==> src/rtl/sfb_pkg.sv <==
// Shared constants and state type for the SRAM frame-buffer read path.
package sfb_pkg;

  localparam int unsigned SFB_FRAME_PIXELS = 307200;
  localparam int unsigned SFB_ADDR_W       = 20;
  localparam int unsigned SFB_DATA_W       = 16;

  typedef enum logic [1:0] {
    IDLE,
    READ,
    DRAIN
  } sfb_state_e;

endpackage

==> src/rtl/sfb_sync_fifo.sv <==
// Synchronous FIFO with flush; head word reads as zero while empty.
module sfb_sync_fifo #(
  parameter int unsigned WIDTH = 16,
  parameter int unsigned DEPTH = 8
) (
  input  logic                     clk,
  input  logic                     rst,
  input  logic                     flush_i,
  input  logic                     push_i,
  input  logic [WIDTH-1:0]         wdata_i,
  input  logic                     pop_i,
  output logic [WIDTH-1:0]         head_o,
  output logic [$clog2(DEPTH):0]   count_o,
  output logic                     empty_o
);

  localparam int unsigned PW = $clog2(DEPTH);

  logic [WIDTH-1:0] mem_q [DEPTH];
  logic [PW-1:0]    wr_q, wr_d;
  logic [PW-1:0]    rd_q, rd_d;
  logic [PW:0]      cnt_q, cnt_d;
  logic             do_push, do_pop, full;

  assign empty_o = (cnt_q == '0);
  assign full    = (cnt_q == (PW+1)'(DEPTH));
  assign do_pop  = pop_i && !empty_o;
  assign do_push = push_i && (!full || do_pop);
  assign count_o = cnt_q;
  assign head_o  = empty_o ? '0 : mem_q[rd_q];

  always_comb begin
    wr_d  = wr_q;
    rd_d  = rd_q;
    cnt_d = cnt_q;
    if (flush_i) begin
      wr_d  = '0;
      rd_d  = '0;
      cnt_d = '0;
    end else begin
      if (do_push) wr_d = wr_q + 1'b1;
      if (do_pop)  rd_d = rd_q + 1'b1;
      case ({do_push, do_pop})
        2'b10:   cnt_d = cnt_q + 1'b1;
        2'b01:   cnt_d = cnt_q - 1'b1;
        default: cnt_d = cnt_q;
      endcase
    end
  end

  always_ff @(posedge clk) begin
    if (rst) begin
      wr_q  <= '0;
      rd_q  <= '0;
      cnt_q <= '0;
    end else begin
      wr_q  <= wr_d;
      rd_q  <= rd_d;
      cnt_q <= cnt_d;
    end
  end

  always_ff @(posedge clk) begin
    if (!rst && !flush_i && do_push) mem_q[wr_q] <= wdata_i;
  end

endmodule

==> src/rtl/sram_frame_reader.sv <==
// Linear frame read from async SRAM into a credit-throttled prefetch FIFO.
// Optional underflow counter: define SRAM_READER_UNDERFLOW_CNT_EN.
module sram_frame_reader
  import sfb_pkg::*;
#(
  parameter int unsigned FRAME_PIXELS = SFB_FRAME_PIXELS,
  parameter int unsigned FIFO_DEPTH   = 8,
  parameter int unsigned ADDR_W       = SFB_ADDR_W,
  parameter int unsigned DATA_W       = SFB_DATA_W
) (
  input  logic              clk,
  input  logic              rst,
  input  logic              frame_start,
  output logic [ADDR_W-1:0] sram_addr,
  input  logic [DATA_W-1:0] sram_dq_in,
  output logic              ce_n,
  output logic              ub_n,
  output logic              lb_n,
  output logic              we_n,
  output logic              oe_n,
  output logic [DATA_W-1:0] pix_data,
  output logic              pix_valid,
  input  logic              pix_ready,
  output logic              frame_done,
  output logic [15:0]       underflow_cnt
);

  localparam int unsigned CW    = $clog2(FIFO_DEPTH) + 1;
  localparam int unsigned OCC_W = CW + 1;

  sfb_state_e        state_q, state_d;
  logic [ADDR_W-1:0] addr_q, addr_d;
  logic [ADDR_W-1:0] sram_addr_q, sram_addr_d;
  logic              oe_n_q, oe_n_d;
  logic              inflight_q, inflight_d;
  logic              frame_done_q, frame_done_d;

  logic [CW-1:0]     fifo_count;
  logic              fifo_empty;
  logic              pop, credit, last_addr;
  logic [OCC_W-1:0]  occ;

  assign ce_n = 1'b0;
  assign ub_n = 1'b0;
  assign lb_n = 1'b0;
  assign we_n = 1'b1;

  assign sram_addr  = sram_addr_q;
  assign oe_n       = oe_n_q;
  assign frame_done = frame_done_q;
  assign pix_valid  = !fifo_empty;
  assign pop        = pix_valid && pix_ready;

  // Occupancy once this cycle settles: the in-flight word will land, the pop leaves.
  assign occ       = OCC_W'(fifo_count) + OCC_W'(inflight_q) - OCC_W'(pop);
  assign credit    = occ < OCC_W'(FIFO_DEPTH);
  assign last_addr = (addr_q == ADDR_W'(FRAME_PIXELS - 1));

  sfb_sync_fifo #(
    .WIDTH(DATA_W),
    .DEPTH(FIFO_DEPTH)
  ) u_fifo (
    .clk     (clk),
    .rst     (rst),
    .flush_i (frame_start),
    .push_i  (inflight_q),
    .wdata_i (sram_dq_in),
    .pop_i   (pop),
    .head_o  (pix_data),
    .count_o (fifo_count),
    .empty_o (fifo_empty)
  );

  always_comb begin
    state_d      = state_q;
    addr_d       = addr_q;
    sram_addr_d  = sram_addr_q;
    oe_n_d       = 1'b1;
    inflight_d   = 1'b0;
    frame_done_d = 1'b0;
    if (frame_start) begin
      addr_d  = '0;
      state_d = READ;
    end else begin
      case (state_q)
        READ: begin
          if (credit) begin
            sram_addr_d = addr_q;
            oe_n_d      = 1'b0;
            inflight_d  = 1'b1;
            if (last_addr) state_d = DRAIN;
            else           addr_d  = addr_q + 1'b1;
          end
        end
        DRAIN: begin
          if (fifo_empty && !inflight_q) begin
            frame_done_d = 1'b1;
            state_d      = IDLE;
          end
        end
        default: state_d = state_q;
      endcase
    end
  end

  always_ff @(posedge clk) begin
    if (rst) begin
      state_q      <= IDLE;
      addr_q       <= '0;
      sram_addr_q  <= '0;
      oe_n_q       <= 1'b1;
      inflight_q   <= 1'b0;
      frame_done_q <= 1'b0;
    end else begin
      state_q      <= state_d;
      addr_q       <= addr_d;
      sram_addr_q  <= sram_addr_d;
      oe_n_q       <= oe_n_d;
      inflight_q   <= inflight_d;
      frame_done_q <= frame_done_d;
    end
  end

`ifdef SRAM_READER_UNDERFLOW_CNT_EN
  logic [15:0] uf_cnt_q;

  always_ff @(posedge clk) begin
    if (rst || frame_start) begin
      uf_cnt_q <= '0;
    end else if (pix_ready && !pix_valid && (state_q != IDLE) && (uf_cnt_q != '1)) begin
      uf_cnt_q <= uf_cnt_q + 1'b1;
    end
  end

  assign underflow_cnt = uf_cnt_q;
`else
  assign underflow_cnt = '0;
`endif

endmodule
==> config.mk <==
export PLATFORM = sky130hd
export DESIGN_NAME = sram_frame_reader
export DESIGN_NICKNAME = d
export VERILOG_FILES = /design/src/rtl/sfb_pkg.sv /design/src/rtl/sfb_sync_fifo.sv /design/src/rtl/sram_frame_reader.sv
export SDC_FILE = /design/constraint.sdc
export NUM_CORES = 1
export LEC_CHECK = 0
export ABC_AREA = 0
export BUFFER_PORTS_ARGS = -buffer_cell sky130_fd_sc_hd__buf_2
export CORE_ASPECT_RATIO = 1.4
export CORE_UTILIZATION = 60
export CTS_CLUSTER_DIAMETER = 30
export CTS_CLUSTER_SIZE = 10
export DETAILED_ROUTE_END_ITERATION = 10
export PLACE_DENSITY = 0.8
export SETUP_SLACK_MARGIN = 0.1
export SYNTH_ARGS = -nofsm -noshare
export SYNTH_HDL_FRONTEND = slang
export SYNTH_HIERARCHICAL = 1
export SYNTH_SLANG_ARGS = --single-unit
==> constraint.sdc <==
create_clock -name clk -period 8.8 [get_ports clk]
set_input_delay 1.76 -clock clk [delete_from_list [all_inputs] [get_ports clk]]
set_output_delay 1.76 -clock clk [all_outputs]
set_load 0.02 [all_outputs]
[Word level (Yosys, flattened, before mapping)]
Memories as Yosys holds them, arrays and structs flattened. A register that Yosys moved wholly into a read port is not among the register bits.
Cells that the tools add are included.
Word-level totals
  logic and storage cells: 72
  memories kept: 1
  input port bits: 20
  output and inout bits: 59
  register bits after elaboration: 55
  memory bits (writable): 128
Memories
  u_fifo.mem_q: depth 8, bits a word 16, rd ports 1, clocked after Yosys merged registers in 1, write ports 1, line sfb_sync_fifo.sv:19  | logic [WIDTH-1:0] mem_q [DEPTH];
Operators by class
  bitwise logic cells: 4
  $lt $le $gt $ge: 1
  reduce and logical (&&, ||, !) cells: 23
  equal/unequal tests: 12
  $add $sub $neg: 7
  muxes and demuxes: 14
Operators by type and width (number)
  adder 20 x 1 -> 20 bit (second input constant): 1
  equality test 20 x 19 -> 1 bit (second input constant): 1
  2-to-1 mux 16 bit: 1
  inequality test 3 bit (second input constant): 3
  case mux 4 bit (2 select lines): 1
  AND reduction 4 bit: 2
  adder 3 x 1 -> 3 bit (second input constant): 2
  logical AND 1 bit: 6
  2-to-1 mux 1 bit: 6
  2-to-1 mux 2 bit: 3
  2-to-1 mux 3 bit: 2
  inequality test 2 bit (second input constant): 3
  AND reduction 3 bit: 2
  OR reduction 3 bit: 2
  adder 4 x 1 -> 5 bit: 1
  zero test 1 bit: 5
  < comparator 5 x 4 -> 1 bit (second input constant): 1
  subtractor 5 x 1 -> 5 bit: 1
  adder 4 x 1 -> 4 bit (second input constant): 1
  equality test 2 x 1 -> 1 bit (second input constant): 2
  equality test 2 bit (second input constant): 2
  equality test 4 bit (second input constant): 1
  zero test 4 bit: 1
  inverter 1 bit: 4
  other kinds (6): 7

[Depth between registers and ports, before layout]
  depth in word-level cells: 9
  mapped depth: 14
  depth with buffers taken out: 10

[By module]
Netlist, hierarchy kept.
Modules (own cells, without submodules)
  sfb_sync_fifo: seq. area each 4103.9 µm², cells an instance 286, instances 1, area an instance 5576.6 µm²
  sram_frame_reader: seq. area each 900.9 µm², cells an instance 250, instances 1, area an instance 2264.7 µm²

[Worst setup path after synthesis]
No wires, ideal clock.
  path kind: in2reg
  start point: input pix_ready
  end point: memory u_fifo.mem_q[4][0], enable pin
  data arrival time: 3.979 ns
  library setup time: 0.409 ns
  stages: 5
  path buffers: 0
  path slack: 4.412 ns
  required time: 8.391 ns
  cells stage by stage: nor2b_1 > nand2b_1 > o21ai_2 > or3_1 > nor3_1
Between the ends
  longest elaborated chain between the ends: 7
RTL lines
  start, declared: line sram_frame_reader.sv:23  | input logic pix_ready,
  logical AND 1 bit: line sram_frame_reader.sv:52  | assign pop = pix_valid && pix_ready;
  logical AND 1 bit: line sfb_sync_fifo.sv:27  | assign do_pop = pop_i && !empty_o;
  logical OR 1 bit: line sfb_sync_fifo.sv:28  | assign do_push = push_i && (!full || do_pop);
  logical AND 1 bit: line sfb_sync_fifo.sv:28
  logical AND 1 bit: line sfb_sync_fifo.sv:64  | if (!rst && !flush_i && do_push) mem_q[wr_q] <= wdata_i;
  2-to-1 mux 1 bit: line sfb_sync_fifo.sv:64
  2-to-1 mux 1 bit (not written as such): line sfb_sync_fifo.sv:64
  end, declared: line sfb_sync_fifo.sv:19
Every way passes these cells.

[Worst setup path in the final report]
  start point: input pix_ready
  end point: register addr_q[3]
Between the ends
  longest elaborated chain between the ends: 4
RTL lines
  logical AND 1 bit: line sram_frame_reader.sv:52
  named net pop: line sram_frame_reader.sv:40  | logic pop, credit, last_addr;
  subtractor 5 x 1 -> 5 bit: line sram_frame_reader.sv:55  | assign occ = OCC_W'(fifo_count) + OCC_W'(inflight_q) - OCC_W'(pop);
  < comparator 5 x 4 -> 1 bit: line sram_frame_reader.sv:56  | assign credit = occ < OCC_W'(FIFO_DEPTH);
  AND reduction 3 bit (no source line)
  end signal, assigned: line sram_frame_reader.sv:116  | addr_q <= addr_d;
  end, declared: line sram_frame_reader.sv:32  | logic [ADDR_W-1:0] addr_q, addr_d;
The timed path passes the listed nets, and every way through them passes these cells.
A chain may end at the register's enable or synchronous reset.

==> metrics.md <==
| Metric | Value |
|---|---|
| Register area share after synthesis | 0.638 |
| Critical path type | input port to flop |
| Post-Synthesis Cells | ~540 |
| Post-synth EDFFs | roughly 130 |
| Clock slew at reported path FFs | around 70 ps |
| Die Ht | around 140 µm |
| CP max FO | 26 |
| Setup-failing EPs final | 0 |
| Iter 0 DRT Violations | 210 |
| Initial Util | 0.612 |
| Critical-path cell list | buf_2 -> nor2b_1 -> ha_1 -> inv_1 -> ha_1 -> nand4b_1 -> and4b_1 -> o21ai_2 -> or4_2 -> a21oi_1 |
| Nets | between 600 and 700 |
| Root Buffer | clkbuf_16 |
| Commonest non-fill, non-tap cell in the layout | edfxtp_1 |
| ANT nets after route | 0 |
| Hold Crit Class | flop to flop |
| Synthesis-stage register bit count | 186 |
| Commonest non-fill, non-tap cells in the layout | 128 x edfxtp_1, 61 x nor2_1, 58 x buf_2 |
| Final Cycle Share | 0.477 |
| Post-cts resize count | 0 |
| DRT Wirelength | about 15000 µm |
| CP arrival | 4550 ps |
| Initial antenna violation count | 0 |
| Asr flop ratio synth | 0 |
| Die area | about 0.014 mm² |
| Setup crit end kind | flop |
| Main synth FF type | edfxtp_1 |
| DRC violations left | 0 |
| Critical path's largest stage delay | slightly below 700 ps |
| Core ar. | roughly 0.013 mm² |
| Total number of vias | between 4000 and 5000 |
| Peak Freq | between 0.2 and 0.25 GHz |
| Peak supply drop | 0.142 mV |
| Gr usage total | 0.234 |
| Postcts setup bufs | 0 |
| Clock buffer depth | 2 |
| # Max-Cap Violations | 0 |
| Clock buffer count from CTS | 17 |
| RSZ-0062 raised after global routing | no |
| Status | completed |
| Most frequent CP cell | ha_1 |
| Hold buffers post-CTS | 0 |
| Final Core Density | 0.685 |
| Row cnt | just under 50 |
| Synthesis-to-layout area growth | 11.9% |
| Final Wtd Congestion | ~0.77 |
| Total gr overflow | 0 |
| Vias in the first global route | about 4500 |
| Detailed Routing Iterations Pass 1 | 6 |
| Worst Path Buf+Inv | 2 |
| Rel. slew slack | 0.243 |
| Die X-Extent | 98.6 µm |
| Synth Cell Area | approximately 0.0078 mm² |
| Power Dens Cells | 197 mW/mm² |
| Multi-input gate area | 0.00257 mm² |
| Final min period | around 4200 ps |
| Final slew viol count | 0 |
| Top cell family by delay on the critical path | simple AND/OR/NAND/NOR gates |
| Global-route wire length before repair | about 23000 µm |
| Filler cells | roughly 850 |
| I/O Buffers | 58 |
| Slowest cell on the critical path | or4_2 |
| DR WL/cell | about 20 µm |
| Final Hold Viols | 0 |
| CTS tree | done |
| Setup TNS | 0 ps |
| Vias per inst | 5.97 |
| Sequential cell area | 0.00501 mm² |
| Boundary pin count | approximately 80 |
| Maximum number of pins on one net before global-route repair | 33 |
| Post-synthesis cell type count | 56 |
| YS warnings | 6 |
| Mapped Avg Cell Area | around 15 µm² |
| DP Wirelength | roughly 9500 µm |
| Lkg Pwr | between 3 and 4 nW |
| Clock latency on the worst-skew pair | 420 ps |
| Top cells by area, synth | edfxtp_1 49%, dfxtp_1 15%, mux4_2 9.2%, mux2i_1 5.1%, nor2_1 2.9% |
| H-tree depth | 4 |
| Skew final | between 9 and 10 ps |
| CP required | 9150 ps |
| Share of layout cells above drive strength 1 | 0.257 |
| TritonCTS sink count | between 150 and 200 |
| Top cell type's share of synthesized area | 0.490 |
| Ant diodes | 0 |
| Synth area leader | edfxtp_1 |
| Slew @ Worst Pin | roughly 1100 ps |
| Startpoint Class | input port |
## registers in the layout, summed over array words and instances (netlist names), named ones only
register and cells:
addr_q 20, u_fifo/wr_q 3, u_fifo/rd_q 3, u_fifo/mem_q 128
u_fifo/count_o 4, inflight_q 1, frame_done 1, oe_n 1
state_q 2, sram_addr 20
## final timing paths
kind              slack [ps]              start    endpoint  cells after the start
setup / recovery        4600          pix_ready   addr_q[3]                     10
hold reg to reg          470         state_q[1]  frame_done                      2
setup reg to reg        5340  u_fifo/count_o[1]   addr_q[3]                     10
hold / removal           470         state_q[1]  frame_done                      2
## synthesized netlist by cell type, types with 2 or more instances
cell and number:
or2_2 3, a211oi_1 2, nor4_1 2, buf_12 2, o31ai_1 10, edfxtp_1 128
a21oi_2 2, buf_4 20, o211ai_1 2, or4_2 5, o21ai_0 6, dfxtp_1 58
nand4_1 7, mux2i_1 40, mux4_2 32, buf_2 12, nand2_1 12, nand3_1 7
nor3_2 3, buf_6 2, a21oi_1 21, clkbuf_1 6, o21ai_2 4, xor2_1 5
nand4b_1 2, nor3_1 3, nand3b_1 2, buf_1 4, ha_1 9, nor2_1 61
inv_1 15, a31oi_1 2, or3_1 10, or4_1 5, nor2b_1 2, conb_1 2
nand2b_1 6, xnor2_1 4
## where the power goes
group / switching, mW / leakage (nW) / internal, mW
Sequential: 0.00177 / 1.62 / 0.934
Clock: 0.323 / 0.296 / 0.433
Combinational: 0.0293 / 1.16 / 0.00915
Total: 0.354 / 3.08 / 1.38
## per-stage QoR
step	instance area (µm²)	setup WS [ps]	instances	hold slack [ps]	power, mW
after floorplan	7910	4410	554	425	0.986
after global placement	8180	4350	728	437	0.991
after detailed placement	8180	4170	728	453	0.994
after CTS	8770	4640	760	461	1.74
after global routing	8770	4380	760	514	1.77
final	8770	4600	760	467	1.73
## final cells by class
class,count,area share
clock buffer,20,0.0533
tap,153,0.0218
timing repair buffer,67,0.0408
sequential,186,0.571
inverter,15,0.00642
multi-input combinational,307,0.293
clock inverter,12,0.0143
## metal layers
metal	wire length [µm]	vias up	track usage
met5	0	-	0
met4	287	0	0.0995
met3	742	25	0.0538
met2	8030	134	0.423
met1	5770	2262	0.266
li1	-	2113	-
## worst min-delay path: cells and delay by family (launching register included)
| family | cells | cell delay (ps) |
|---|---|---|
| flip-flops | 1 | 330 |
| buffers and inverters | 1 | 60 |
| AND/OR/NAND/NOR | 1 | 40 |
## cells by family (layout without fill, tap and decap cells)
family / after synthesis / after routing / synth area share
buf+inv: 61 / 114 / 0.0468
other cells: 2 / 20 / 0.000958
mux: 72 / 72 / 0.143
simple gates: 137 / 137 / 0.0925
xor+xnor: 9 / 9 / 0.0101
compound gates: 59 / 59 / 0.0515
flops: 186 / 186 / 0.638
fa+ha+maj: 10 / 10 / 0.0169
Power figures use the tool's default switching activity.
